--- src/rtl/fir_mac_sequencer_if.sv ---
// rtl/fir_mac_sequencer_if.sv - Control, memory-read and status bundle of the FIR MAC sequencer
interface fir_mac_sequencer_if #(
  parameter int H_ADDR_WIDTH = 4,
  parameter int X_ADDR_WIDTH = 6
);
  logic                    start_i;
  logic                    R_en;
  logic [H_ADDR_WIDTH-1:0] h_addr;
  logic [X_ADDR_WIDTH-1:0] x_addr;
  logic                    mac_en_o;
  logic                    mac_first_o;
  logic                    x_zero_o;
  logic                    y_valid_o;
  logic [X_ADDR_WIDTH-1:0] y_index_o;
  logic                    busy_o;
  logic                    done_o;
  logic                    invalid_i;
  logic                    overflow_i;
  logic                    underflow_i;
  logic                    err_invalid_o;
  logic                    err_overflow_o;
  logic                    err_underflow_o;

  modport master (
    input  start_i, invalid_i, overflow_i, underflow_i,
    output R_en, h_addr, x_addr, mac_en_o, mac_first_o, x_zero_o,
           y_valid_o, y_index_o, busy_o, done_o,
           err_invalid_o, err_overflow_o, err_underflow_o
  );

  modport slave (
    output start_i, invalid_i, overflow_i, underflow_i,
    input  R_en, h_addr, x_addr, mac_en_o, mac_first_o, x_zero_o,
           y_valid_o, y_index_o, busy_o, done_o,
           err_invalid_o, err_overflow_o, err_underflow_o
  );
endinterface

--- src/rtl/fir_mac_sequencer.sv ---
// rtl/fir_mac_sequencer.sv - Tap/sample read sequencer with MAC control and y_valid latency pipelines
module fir_mac_sequencer #(
  parameter int H_ADDR_WIDTH = 4,
  parameter int X_ADDR_WIDTH = 6,
  parameter int NUM_TAPS     = 16,
  parameter int NUM_SAMPLES  = 64,
  parameter int MEM_LATENCY  = 1,
  parameter int DSP_LATENCY  = 4
) (
  input  logic                clk,
  input  logic                rst,
  fir_mac_sequencer_if.master bus
);
  typedef enum logic [1:0] {S_IDLE, S_RUN, S_DRAIN, S_DONE} state_e;

  localparam logic [H_ADDR_WIDTH-1:0] LAST_K = H_ADDR_WIDTH'(NUM_TAPS - 1);
  localparam logic [X_ADDR_WIDTH-1:0] LAST_N = X_ADDR_WIDTH'(NUM_SAMPLES - 1);

  state_e                  state_q, state_d;
  logic [H_ADDR_WIDTH-1:0] k_q, k_d;
  logic [X_ADDR_WIDTH-1:0] n_q, n_d;
  logic [2:0]              err_q, err_d;

  logic [MEM_LATENCY-1:0]  mem_v_q, mem_v_d;
  logic [MEM_LATENCY-1:0]  mem_first_q, mem_first_d;
  logic [MEM_LATENCY-1:0]  mem_last_q, mem_last_d;
  logic [MEM_LATENCY-1:0]  mem_zero_q, mem_zero_d;
  logic [X_ADDR_WIDTH-1:0] mem_n_q [MEM_LATENCY];
  logic [X_ADDR_WIDTH-1:0] mem_n_d [MEM_LATENCY];

  logic [DSP_LATENCY-1:0]  dsp_v_q, dsp_v_d;
  logic [X_ADDR_WIDTH-1:0] dsp_n_q [DSP_LATENCY];
  logic [X_ADDR_WIDTH-1:0] dsp_n_d [DSP_LATENCY];

  logic issue, issue_first, issue_last, issue_zero;
  logic tap_last_out, y_valid;

  // k>n means the sample index wrapped below zero: causal zero padding.
  assign issue       = (state_q == S_RUN);
  assign issue_first = issue && (k_q == '0);
  assign issue_last  = issue && (k_q == LAST_K);
  assign issue_zero  = issue && ({{X_ADDR_WIDTH{1'b0}}, k_q} > {{H_ADDR_WIDTH{1'b0}}, n_q});

  assign tap_last_out = mem_v_q[MEM_LATENCY-1] & mem_last_q[MEM_LATENCY-1];
  assign y_valid      = dsp_v_q[DSP_LATENCY-1];

  always_comb begin
    mem_v_d     = '0;
    mem_first_d = '0;
    mem_last_d  = '0;
    mem_zero_d  = '0;
    for (int i = 0; i < MEM_LATENCY; i++) mem_n_d[i] = '0;
    mem_v_d[0]     = issue;
    mem_first_d[0] = issue_first;
    mem_last_d[0]  = issue_last;
    mem_zero_d[0]  = issue_zero;
    mem_n_d[0]     = n_q;
    for (int i = 1; i < MEM_LATENCY; i++) begin
      mem_v_d[i]     = mem_v_q[i-1];
      mem_first_d[i] = mem_first_q[i-1];
      mem_last_d[i]  = mem_last_q[i-1];
      mem_zero_d[i]  = mem_zero_q[i-1];
      mem_n_d[i]     = mem_n_q[i-1];
    end
  end

  // Index fields only advance with a valid bit so y_index_o holds between pulses.
  always_comb begin
    dsp_v_d = '0;
    for (int i = 0; i < DSP_LATENCY; i++) dsp_n_d[i] = dsp_n_q[i];
    dsp_v_d[0] = tap_last_out;
    if (tap_last_out) dsp_n_d[0] = mem_n_q[MEM_LATENCY-1];
    for (int i = 1; i < DSP_LATENCY; i++) begin
      dsp_v_d[i] = dsp_v_q[i-1];
      if (dsp_v_q[i-1]) dsp_n_d[i] = dsp_n_q[i-1];
    end
  end

  always_comb begin
    state_d = state_q;
    k_d     = k_q;
    n_d     = n_q;
    err_d   = err_q;
    if (y_valid) err_d = err_q | {bus.invalid_i, bus.overflow_i, bus.underflow_i};
    case (state_q)
      S_IDLE: begin
        if (bus.start_i) begin
          state_d = S_RUN;
          k_d     = '0;
          n_d     = '0;
          err_d   = '0;
        end
      end
      S_RUN: begin
        // Explicit compare so a full-range tap count still wraps correctly.
        if (k_q == LAST_K) begin
          k_d = '0;
          if (n_q == LAST_N) state_d = S_DRAIN;
          else               n_d = n_q + X_ADDR_WIDTH'(1);
        end else begin
          k_d = k_q + H_ADDR_WIDTH'(1);
        end
      end
      S_DRAIN: begin
        if ((mem_v_d == '0) && (dsp_v_d == '0)) state_d = S_DONE;
      end
      S_DONE:  state_d = S_IDLE;
      default: state_d = S_IDLE;
    endcase
  end

  always_ff @(posedge clk) begin
    if (rst) begin
      state_q     <= S_IDLE;
      k_q         <= '0;
      n_q         <= '0;
      err_q       <= '0;
      mem_v_q     <= '0;
      mem_first_q <= '0;
      mem_last_q  <= '0;
      mem_zero_q  <= '0;
      mem_n_q     <= '{default: '0};
      dsp_v_q     <= '0;
      dsp_n_q     <= '{default: '0};
    end else begin
      state_q     <= state_d;
      k_q         <= k_d;
      n_q         <= n_d;
      err_q       <= err_d;
      mem_v_q     <= mem_v_d;
      mem_first_q <= mem_first_d;
      mem_last_q  <= mem_last_d;
      mem_zero_q  <= mem_zero_d;
      mem_n_q     <= mem_n_d;
      dsp_v_q     <= dsp_v_d;
      dsp_n_q     <= dsp_n_d;
    end
  end

  assign bus.R_en            = issue;
  assign bus.h_addr          = issue ? k_q : '0;
  assign bus.x_addr          = issue ? (n_q - X_ADDR_WIDTH'(k_q)) : '0;
  assign bus.mac_en_o        = mem_v_q[MEM_LATENCY-1];
  assign bus.mac_first_o     = mem_v_q[MEM_LATENCY-1] & mem_first_q[MEM_LATENCY-1];
  assign bus.x_zero_o        = mem_v_q[MEM_LATENCY-1] & mem_zero_q[MEM_LATENCY-1];
  assign bus.y_valid_o       = y_valid;
  assign bus.y_index_o       = dsp_n_q[DSP_LATENCY-1];
  assign bus.busy_o          = (state_q == S_RUN) || (state_q == S_DRAIN);
  assign bus.done_o          = (state_q == S_DONE);
  assign bus.err_invalid_o   = err_q[2];
  assign bus.err_overflow_o  = err_q[1];
  assign bus.err_underflow_o = err_q[0];
endmodule

--- src/flat_wrapper.sv ---
// flat-port wrapper written by rule: the top's interface ports become plain ports
module fir_mac_sequencer_flat 
#(
  parameter int H_ADDR_WIDTH = 4,
  parameter int X_ADDR_WIDTH = 6,
  parameter int NUM_TAPS     = 16,
  parameter int NUM_SAMPLES  = 64,
  parameter int MEM_LATENCY  = 1,
  parameter int DSP_LATENCY  = 4
)
  (clk, rst, bus_start_i, bus_invalid_i, bus_overflow_i, bus_underflow_i, bus_R_en, bus_h_addr, bus_x_addr, bus_mac_en_o, bus_mac_first_o, bus_x_zero_o, bus_y_valid_o, bus_y_index_o, bus_busy_o, bus_done_o, bus_err_invalid_o, bus_err_overflow_o, bus_err_underflow_o);
  fir_mac_sequencer_if #(.H_ADDR_WIDTH(H_ADDR_WIDTH), .X_ADDR_WIDTH(X_ADDR_WIDTH)) bus_i ();
  input  logic clk;
  input  logic rst;
  input wire logic [$bits(bus_i.start_i)-1:0] bus_start_i;
  input wire logic [$bits(bus_i.invalid_i)-1:0] bus_invalid_i;
  input wire logic [$bits(bus_i.overflow_i)-1:0] bus_overflow_i;
  input wire logic [$bits(bus_i.underflow_i)-1:0] bus_underflow_i;
  output wire logic [$bits(bus_i.R_en)-1:0] bus_R_en;
  output wire logic [$bits(bus_i.h_addr)-1:0] bus_h_addr;
  output wire logic [$bits(bus_i.x_addr)-1:0] bus_x_addr;
  output wire logic [$bits(bus_i.mac_en_o)-1:0] bus_mac_en_o;
  output wire logic [$bits(bus_i.mac_first_o)-1:0] bus_mac_first_o;
  output wire logic [$bits(bus_i.x_zero_o)-1:0] bus_x_zero_o;
  output wire logic [$bits(bus_i.y_valid_o)-1:0] bus_y_valid_o;
  output wire logic [$bits(bus_i.y_index_o)-1:0] bus_y_index_o;
  output wire logic [$bits(bus_i.busy_o)-1:0] bus_busy_o;
  output wire logic [$bits(bus_i.done_o)-1:0] bus_done_o;
  output wire logic [$bits(bus_i.err_invalid_o)-1:0] bus_err_invalid_o;
  output wire logic [$bits(bus_i.err_overflow_o)-1:0] bus_err_overflow_o;
  output wire logic [$bits(bus_i.err_underflow_o)-1:0] bus_err_underflow_o;
  assign bus_i.start_i = bus_start_i;
  assign bus_i.invalid_i = bus_invalid_i;
  assign bus_i.overflow_i = bus_overflow_i;
  assign bus_i.underflow_i = bus_underflow_i;
  assign bus_R_en = bus_i.R_en;
  assign bus_h_addr = bus_i.h_addr;
  assign bus_x_addr = bus_i.x_addr;
  assign bus_mac_en_o = bus_i.mac_en_o;
  assign bus_mac_first_o = bus_i.mac_first_o;
  assign bus_x_zero_o = bus_i.x_zero_o;
  assign bus_y_valid_o = bus_i.y_valid_o;
  assign bus_y_index_o = bus_i.y_index_o;
  assign bus_busy_o = bus_i.busy_o;
  assign bus_done_o = bus_i.done_o;
  assign bus_err_invalid_o = bus_i.err_invalid_o;
  assign bus_err_overflow_o = bus_i.err_overflow_o;
  assign bus_err_underflow_o = bus_i.err_underflow_o;
  fir_mac_sequencer #(.H_ADDR_WIDTH(H_ADDR_WIDTH), .X_ADDR_WIDTH(X_ADDR_WIDTH), .NUM_TAPS(NUM_TAPS), .NUM_SAMPLES(NUM_SAMPLES), .MEM_LATENCY(MEM_LATENCY), .DSP_LATENCY(DSP_LATENCY)) u_core (.clk(clk), .rst(rst), .bus(bus_i));
endmodule
--- config.mk ---
export PLATFORM = sky130hd
export DESIGN_NAME = fir_mac_sequencer_flat
export DESIGN_NICKNAME = d
export VERILOG_FILES = /design/src/rtl/fir_mac_sequencer_if.sv /design/src/rtl/fir_mac_sequencer.sv /design/src/flat_wrapper.sv
export SDC_FILE = /design/constraint.sdc
export NUM_CORES = 1
export LEC_CHECK = 0
export BUFFER_PORTS_ARGS = -buffer_cell sky130_fd_sc_hd__buf_2
export CAP_MARGIN = 20
export CELL_PAD_IN_SITES_DETAIL_PLACEMENT = 0
export CELL_PAD_IN_SITES_GLOBAL_PLACEMENT = 1
export CORE_ASPECT_RATIO = 1.4
export CORE_MARGIN = 5
export CORE_UTILIZATION = 35
export CTS_BUF_LIST = sky130_fd_sc_hd__clkbuf_4 sky130_fd_sc_hd__clkbuf_8
export CTS_CLUSTER_SIZE = 12
export DETAILED_ROUTE_END_ITERATION = 6
export PLACE_DENSITY_LB_ADDON = 0.1
export SLEW_MARGIN = 30
export SYNTH_ARGS = -nofsm -noshare
export SYNTH_HDL_FRONTEND = slang
export SYNTH_SLANG_ARGS = --single-unit
export TNS_END_PERCENT = 10
--- constraint.sdc ---
create_clock -name clk -period 2.3 [get_ports clk]
set_input_delay 0.69 -clock clk [delete_from_list [all_inputs] [get_ports clk]]
set_output_delay 0.69 -clock clk [all_outputs]
set_load 0.02 [all_outputs]
After elaboration in Yosys (flattened, before gate mapping)
Index checks and enable logic that the tools add are counted.

Reduce and logical (&&, ||, !) cells: 12. Magnitude comparators: 1. Equal/unequal tests: 10. Multiplexer cells: 17. Add/subtract/negate cells: 3. Bitwise gates (word level): 5.

Operators with widths (number): $mux W6 (4); $mux W4 (3); $pmux W6 S2 (1); $mux W3 (3); $logic_not A4 Y1 (2); $mux W2 (4); $ne A2 B2 Y1 const B (4); $pmux W2 S4 (1); $pmux W4 S2 (1); $reduce_and A4 Y1 (2); $add A6 B1 Y6 const B (1); $eq A6 B6 Y1 const B (1); $gt A4 B6 Y1 (1); $sub A6 B4 Y6 (1); $add A4 B1 Y4 const B (1); $eq A2 B2 Y1 const B (2); $eq A4 B4 Y1 const B (1); $logic_and A1 B1 Y1 (4); $and A1 B1 Y1 (3); $or A3 B3 Y3 (1); $eq A2 B1 Y1 const B (1); $logic_not A2 Y1 (1); $ne A2 B1 Y1 const B (1); $reduce_and A2 Y1 (1); 3 further kinds (3).

Bits in registers: 53. Logic and storage cells: 62.

Logic depth before layout (Yosys ltp)
Gate-level depths: netlist of the first run.

Depth after elaboration: 5. Gate-level depth with buffers: 8. Depth with buffers taken out: 8.

Least setup slack after synthesis of the first run
Ideal clock, no wire load.

Kind: reg2out. Start: register u_core.k_q[1]. End: output port bus_x_addr[5]. Data required time: 1.610 ns. Cell stages (with the launch flop): 7. Buffers on the path: 0. Path slack: -0.158 ns. Arrival time: 1.768 ns. Path through: dfxtp_1 -> inv_1 -> ha_1 -> a21o_1 -> a21o_1 -> a211oi_1 -> mux2i_1.

Cells in the longest elaborated chain, start to end: 2.

RTL lines: start: declaration (line fir_mac_sequencer.sv:20) `logic [H_ADDR_WIDTH-1:0] k_q, k_d;`; start signal: assignment (line fir_mac_sequencer.sv:127) `k_q <= k_d;`; $sub A6 B4 Y6 (line fir_mac_sequencer.sv:142) `assign bus.x_addr = issue ? (n_q - X_ADDR_WIDTH'(k_q)) : '0;`; $mux W6 (line fir_mac_sequencer.sv:142); end: declaration (line flat_wrapper.sv:21) `output wire logic [$bits(bus_i.x_addr)-1:0] bus_x_addr;`.

Every way passes these cells.

Worst setup path in the final report of the first run
Start: register u_core.n_q[0], in the netlist u_core.mem_n_d[0]. End: output port bus_x_addr[4].

Cells in the longest elaborated chain, start to end: 2.

RTL lines: start: declaration (line fir_mac_sequencer.sv:21) `logic [X_ADDR_WIDTH-1:0] n_q, n_d;`; start signal: assignment (line fir_mac_sequencer.sv:128) `n_q <= n_d;`; $sub A6 B4 Y6 (line fir_mac_sequencer.sv:142); $mux W6 (line fir_mac_sequencer.sv:142).

Every way passes these cells.

==> out/metrics.yaml, run 1 <==
synth_area_leaders: "dfxtp_1 (46%), mux2i_1 (8.7%), ha_1 (6.5%), nor2_1 (6.5%), a21oi_1 (2.8%)"
die_y_um: 106
cts_buffers: 5
final_cells: 361
grt_use_total_pct: 12.6
cts_buffer_depth: 2
synth_cell_types: 41
status: "finished, violations left"
path_clk_slew_ns: 0.09
coreArea_um2: 6480
synth_edf_count: 0
nNetsFinal: 306
path_class: "reg -> out"
first_pass_iters: 4
portBuffers: 31
p_leak_nw: 1.11
vdd_drop_max_mv: 0.305
syn_area_per_cell_um2: 9.33
drt_iter0_drc: 67
final.setup.worst_slack_ns: -0.283
synth-main-ff-cell: "dfxtp_1"
maxSlewHeadroom_pct: 65.6
ios: 32
fp.dieArea_um2: 8330
grt_max_degree: 43
ant_nets: 0
floorplan.initialDensity_pct: 35.6
synth_seq_cells: 53
netlist.area_leader.share_pct: 46.0
area_delta_synth_final_pct: 20.3
synth_commonest_cells: "dfxtp_1 (53), nor2_1 (40), mux2i_1 (20)"
grt_pass1_vias: 1717
fp-row-count: 35
fmax_mhz: 387
setup-violations-final: 5
syn-num-nets: 266
synthCells: 247
overflow: 0
finalCritPeriodShare_pct: 112
via_per_inst: 4.78
htreeDepth: 2
grt_pass1_wl_mm: 8.31
hold_class: "reg -> reg"
endpoint_kind: "primary output"
reg2regPathDepth: 7
critPathRequiredTime_ns: 1.61
place_inst: 351
hold_violations: 0
cts_tree: "built"
dr_total_vias: 1726
diodes: 0
critPathMaxFanout: 2
syn_area_um2: 2300
skew_ns: 0.00610
worst_ep_arrival_time_ns: 1.89
gp_congestion: 0.776
dieWidth_um: 78.6
dp.final_hpwl_mm: 3.59
power_density_nw_per_um2: 870
yosys_warnings: 0
rsz0062_at_grt: "yes"
violations: "negative setup slack"
remaining_drc_errors: 0
fin_tns_setup_ns: -0.815
cap_violations: 0
antenna_found_initial: 0
cts_hold_buf: 0
clock_latency_ns: 0.30
cp-start-kind: "flop"
cts_sinks: 53
wl_per_cell_um: 13.7
synth-async-reset-ratio_pct: 0
root_buffer: "clkbuf_8"
synth_top_cell_by_area: "dfxtp_1"
worstMarginPinSlew_ns: 0.510
slew_violations: 0
yosysMostFrequentCell: "dfxtp_1"
hold_depth: 2
ys_seq_area_share_pct: 46.0
period_minus_slack_ns: 2.58
wirelength_mm: 4.93
drive_gt1_share_pct: 29.3
-- metal layers --
layer	vias to the layer above	global-route usage, %	wire length [um]
li1	900	-	-
met5	-	0	0
met1	797	13.8	2060
met3	6	2.97	154
met2	23	23.4	2650
met4	0	4.13	63
-- cells in the final DEF, fill, tap and decap left out, types with 3 or more instances in the layout --
cell type and count:
nor2b_1 7, dfxtp_1 50, ha_4 3, nand3_1 10
clkbuf_8 5, xnor2_1 3, buf_4 23, ha_1 9
nand2_1 17, nor2_1 39, a21oi_2 4, o21ai_0 3
mux2i_1 19, a21o_1 5, a21oi_1 12, inv_1 9
inv_2 3, buf_2 27
-- final cells by class --
| cell class | instances | area [um2] |
|---|---|---|
| Fill cell | 653 | 3710 |
| Multi-Input combinational cell | 164 | 1140 |
| Sequential cell | 53 | 1070 |
| Timing Repair Buffer | 51 | 319 |
| Tap cell | 74 | 92.6 |
| Clock buffer | 5 | 68.8 |
| Inverter | 12 | 45.0 |
| Clock inverter | 2 | 35.0 |
-- path summary, 6_finish.rpt --
kind / startpoint / endpoint / slack, ns
min: u_core.mem_n_q[5] / u_core.dsp_n_q[23] / 0.45
max: u_core.mem_n_d[0] / bus_x_addr[4] / -0.28
min reg2reg: u_core.mem_n_q[5] / u_core.dsp_n_q[23] / 0.45
max reg2reg: u_core.state_q[0] / u_core.mem_n_d[5] / 0.21
-- registers in the layout (all words and copies together) (netlist names) --
name and cells:
u_core.mem_zero_q 1, u_core.err_q 3, u_core.k_q 4, u_core.bus.mac_en_o 1
u_core.mem_n_q 6, u_core.dsp_v_q 4, u_core.bus.y_index_o 6, u_core.dsp_n_q 18
u_core.mem_last_q 1, u_core.mem_n_d 6, u_core.state_q 2, u_core.mem_first_q 1
-- through the flow --
| stage | instance area, um2 | worst slack (ns) | hold slack, ns | total power, W | util [%] |
|---|---|---|---|---|---|
| after floorplan | 2320 | -0.00944 | 0.429 | 0.00153 | - |
| after global routing | 2770 | -0.402 | 0.478 | 0.00257 | 42.8 |
| after global placement | 2580 | -0.0262 | 0.435 | 0.00178 | 39.8 |
| after detailed placement | 2580 | -0.0553 | 0.437 | 0.00177 | 39.8 |
| final | 2770 | -0.283 | 0.447 | 0.00241 | 42.8 |
| after CTS | 2760 | -0.304 | 0.447 | 0.00243 | 42.6 |
-- power by group --
group | internal [W] | switching [W] | leakage (nW)
combinational | 0.000336 | 0.000456 | 0.629
clock | 0.000317 | 0.000292 | 0.0540
sequential | 0.000964 | 0.0000487 | 0.429
-- cells by family after synthesis --
kind of cell	share of synthesized area (%)
compound gates	11.3
xor+xnor	1.14
fa+ha+maj	7.38
buf+inv	6.79
flops	46.0
mux	8.69
simple gates	18.6
-- critical path, stage by stage (launching register included) --
cell	delay, ns
dfxtp_2	0.34
inv_2	0.05
ha_1	0.16
inv_2	0.05
fa_2	0.33
a21o_1	0.17
a21oi_2	0.14
xnor2_1	0.15
nor2_2	0.05
buf_4	0.16
-- repair_timing --
item | 4_1_cts | 5_1_grt
setup endpoints to repair | 10 | 10
pin swaps | 5 | 1
gates resized for setup | 15 | 2
gates cloned | 0 | 0
buffers inserted | 3 | 0
Note: power is estimated with default switching activity, not from simulation.
==> inputs of run 2 (changes only) <==
--- a/config.mk
+++ b/config.mk
@@ -7,17 +7,13 @@
 export LEC_CHECK = 0
 export BUFFER_PORTS_ARGS = -buffer_cell sky130_fd_sc_hd__buf_2
 export CAP_MARGIN = 20
-export CELL_PAD_IN_SITES_DETAIL_PLACEMENT = 0
-export CELL_PAD_IN_SITES_GLOBAL_PLACEMENT = 1
 export CORE_ASPECT_RATIO = 1.4
 export CORE_MARGIN = 5
 export CORE_UTILIZATION = 35
 export CTS_BUF_LIST = sky130_fd_sc_hd__clkbuf_4 sky130_fd_sc_hd__clkbuf_8
 export CTS_CLUSTER_SIZE = 12
 export DETAILED_ROUTE_END_ITERATION = 6
-export PLACE_DENSITY_LB_ADDON = 0.1
 export SLEW_MARGIN = 30
 export SYNTH_ARGS = -nofsm -noshare
 export SYNTH_HDL_FRONTEND = slang
 export SYNTH_SLANG_ARGS = --single-unit
-export TNS_END_PERCENT = 10
==> run 2 against run 1 <==
The flow still finishes with violations (negative setup slack). Clock power grew 3.6%. Register-to-register slack gained 0.14 ns. Fmax is 0.40% lower. Power up 1.5%. Hold slack improved by 0.0010 ns.
==> out/metrics.yaml, run 2 (synthesized netlist as in run 1, its figures left out) <==
status: "finished, violations left"
violations: "negative setup slack"
largest_register_ffs: 18
diodes: 0
path_clk_slew_ns: 0.09
drive_gt1_share_pct: 30.3
layout_commonest_cell: "dfxtp_1"
finalCritPeriodShare_pct: 113
grt_use_total_pct: 11.6
grt_max_degree: 43
p_leak_nw: 1.13
setup-violations-final: 5
endpoint_kind: "primary output"
final.setup.worst_slack_ns: -0.293
clock_latency_ns: 0.30
slowest_delay_ns: 0.33
floorplan.initialDensity_pct: 35.6
ff_latch_area_um2: 1060
overflow: 0
skew_ns: 0.00839
fp.dieArea_um2: 8330
crit_slowest_cell: "dfxtp_2"
dp.final_hpwl_mm: 3.43
wirelength_mm: 4.64
dieWidth_um: 78.6
portBuffers: 31
multiInputGateArea_um2: 1150
critPathBufInv: 3
fmax_mhz: 386
ios: 32
cts_hold_buf: 0
regMostFlops: "u_core.dsp_n_q"
antenna_found_initial: 0
grt_pass1_wl_mm: 7.68
remaining_drc_errors: 0
first_pass_iters: 4
cap_violations: 0
grt_pass1_vias: 1689
maxSlewHeadroom_pct: 69.0
cts_tree: "built"
rsz0062_at_grt: "yes"
cts_buffer_depth: 2
hold_slack_ns: 0.448
fp-row-count: 35
gp_congestion: 0.795
cts_sinks: 53
crit_path_cell_trace: "inv_2 > ha_4 > inv_2 > fa_2 > a21o_1 > a21oi_2 > xnor2_1 > nor2_2 > buf_6"
hold_class: "reg -> reg"
nFillCells: 654
root_buffer: "clkbuf_8"
worst_ep_arrival_time_ns: 1.90
area_delta_synth_final_pct: 21.7
htreeDepth: 2
critPathMaxFanout: 2
cp-start-kind: "flop"
slew_violations: 0
vdd_drop_max_mv: 0.455
period_minus_slack_ns: 2.59
cp_top_family: "adder cells"
critPathRequiredTime_ns: 1.61
dr_total_vias: 1741
die_y_um: 106
drt_iter0_drc: 65
path_class: "reg -> out"
ant_nets: 0
coreArea_um2: 6480
via_per_inst: 4.78
worstMarginPinSlew_ns: 0.465
power_density_nw_per_um2: 873
cts_buffers: 5
cp_common_cell: "inv_2"
wl_per_cell_um: 12.7
nNetsFinal: 308
hold_violations: 0
mostFrequentLayoutCells: "dfxtp_1 (50), nor2_1 (39), buf_2 (26), buf_4 (25), mux2i_1 (19)"
preCtsSetupSlack_ns: -0.0478
## run 2: cell types whose count changed in the layout (fill, tap and decap cells not counted), sizes merged
cell and change:
clkbuf +1, buf +2
## run 2: worst min-delay path, stage by stage, from the launching register on
cell and delay (ns):
dfxtp_1 0.30, nand3_1 0.06, a21oi_1 0.05
## run 2: per-stage QoR
| stage | cells | util [%] | TNS [ns] | instance area, um2 | total power [W] |
|---|---|---|---|---|---|
| floorplan | 247 | - | 0 | 2320 | 0.00154 |
| global placement | 352 | 40.0 | -0.00281 | 2590 | 0.00175 |
| detailed placement | 352 | 40.0 | -0.0562 | 2590 | 0.00176 |
| CTS | 363 | 43.1 | -0.858 | 2790 | 0.00247 |
| global route | 364 | 43.3 | -1.21 | 2810 | 0.00260 |
| finish | 364 | 43.3 | -0.811 | 2810 | 0.00245 |
## run 2: worst paths after layout
| path | start | endpoint | slack, ns | cells past startpoint |
|---|---|---|---|---|
| min reg2reg | u_core.mem_n_q[2] | u_core.dsp_n_q[20] | 0.45 | 2 |
| max reg2reg | u_core.state_q[0] | u_core.mem_n_d[5] | 0.35 | 7 |
| min | u_core.mem_n_q[2] | u_core.dsp_n_q[20] | 0.45 | 2 |
| max | u_core.mem_n_d[0] | bus_x_addr[4] | -0.29 | 9 |
## run 2: timing repair
item / CTS / global route
endpoints found under the hold margin: 0 / 0
resized for setup: 15 / 2
pin swaps: 6 / 5
setup endpoints to repair: 5 / 5
setup buffers: 3 / 1
## run 2: routing by layer
metal	wire length [um]	global-route usage [%]	share of wire (%)
met1	2010	12.7	43
met2	2400	20.4	52
met3	114	2.54	2.5
met4	113	6.13	2.4
met5	0	0	0
## run 2: power by group
group          internal, W  total [W]  switching, W
logic             0.000362   0.000813      0.000450
registers         0.000964    0.00101     0.0000416
clock network     0.000339   0.000631      0.000292
total              0.00166    0.00245      0.000784
## run 2: area by class of cell
type	instances	share of cell area [%]
multi-input cells	164	40.9
flip-flops and latches	53	38.0
repair buffers	53	12.1
well taps	74	3.30
clock buffers	6	2.72
inverters	12	1.61
clock inverters	2	1.38
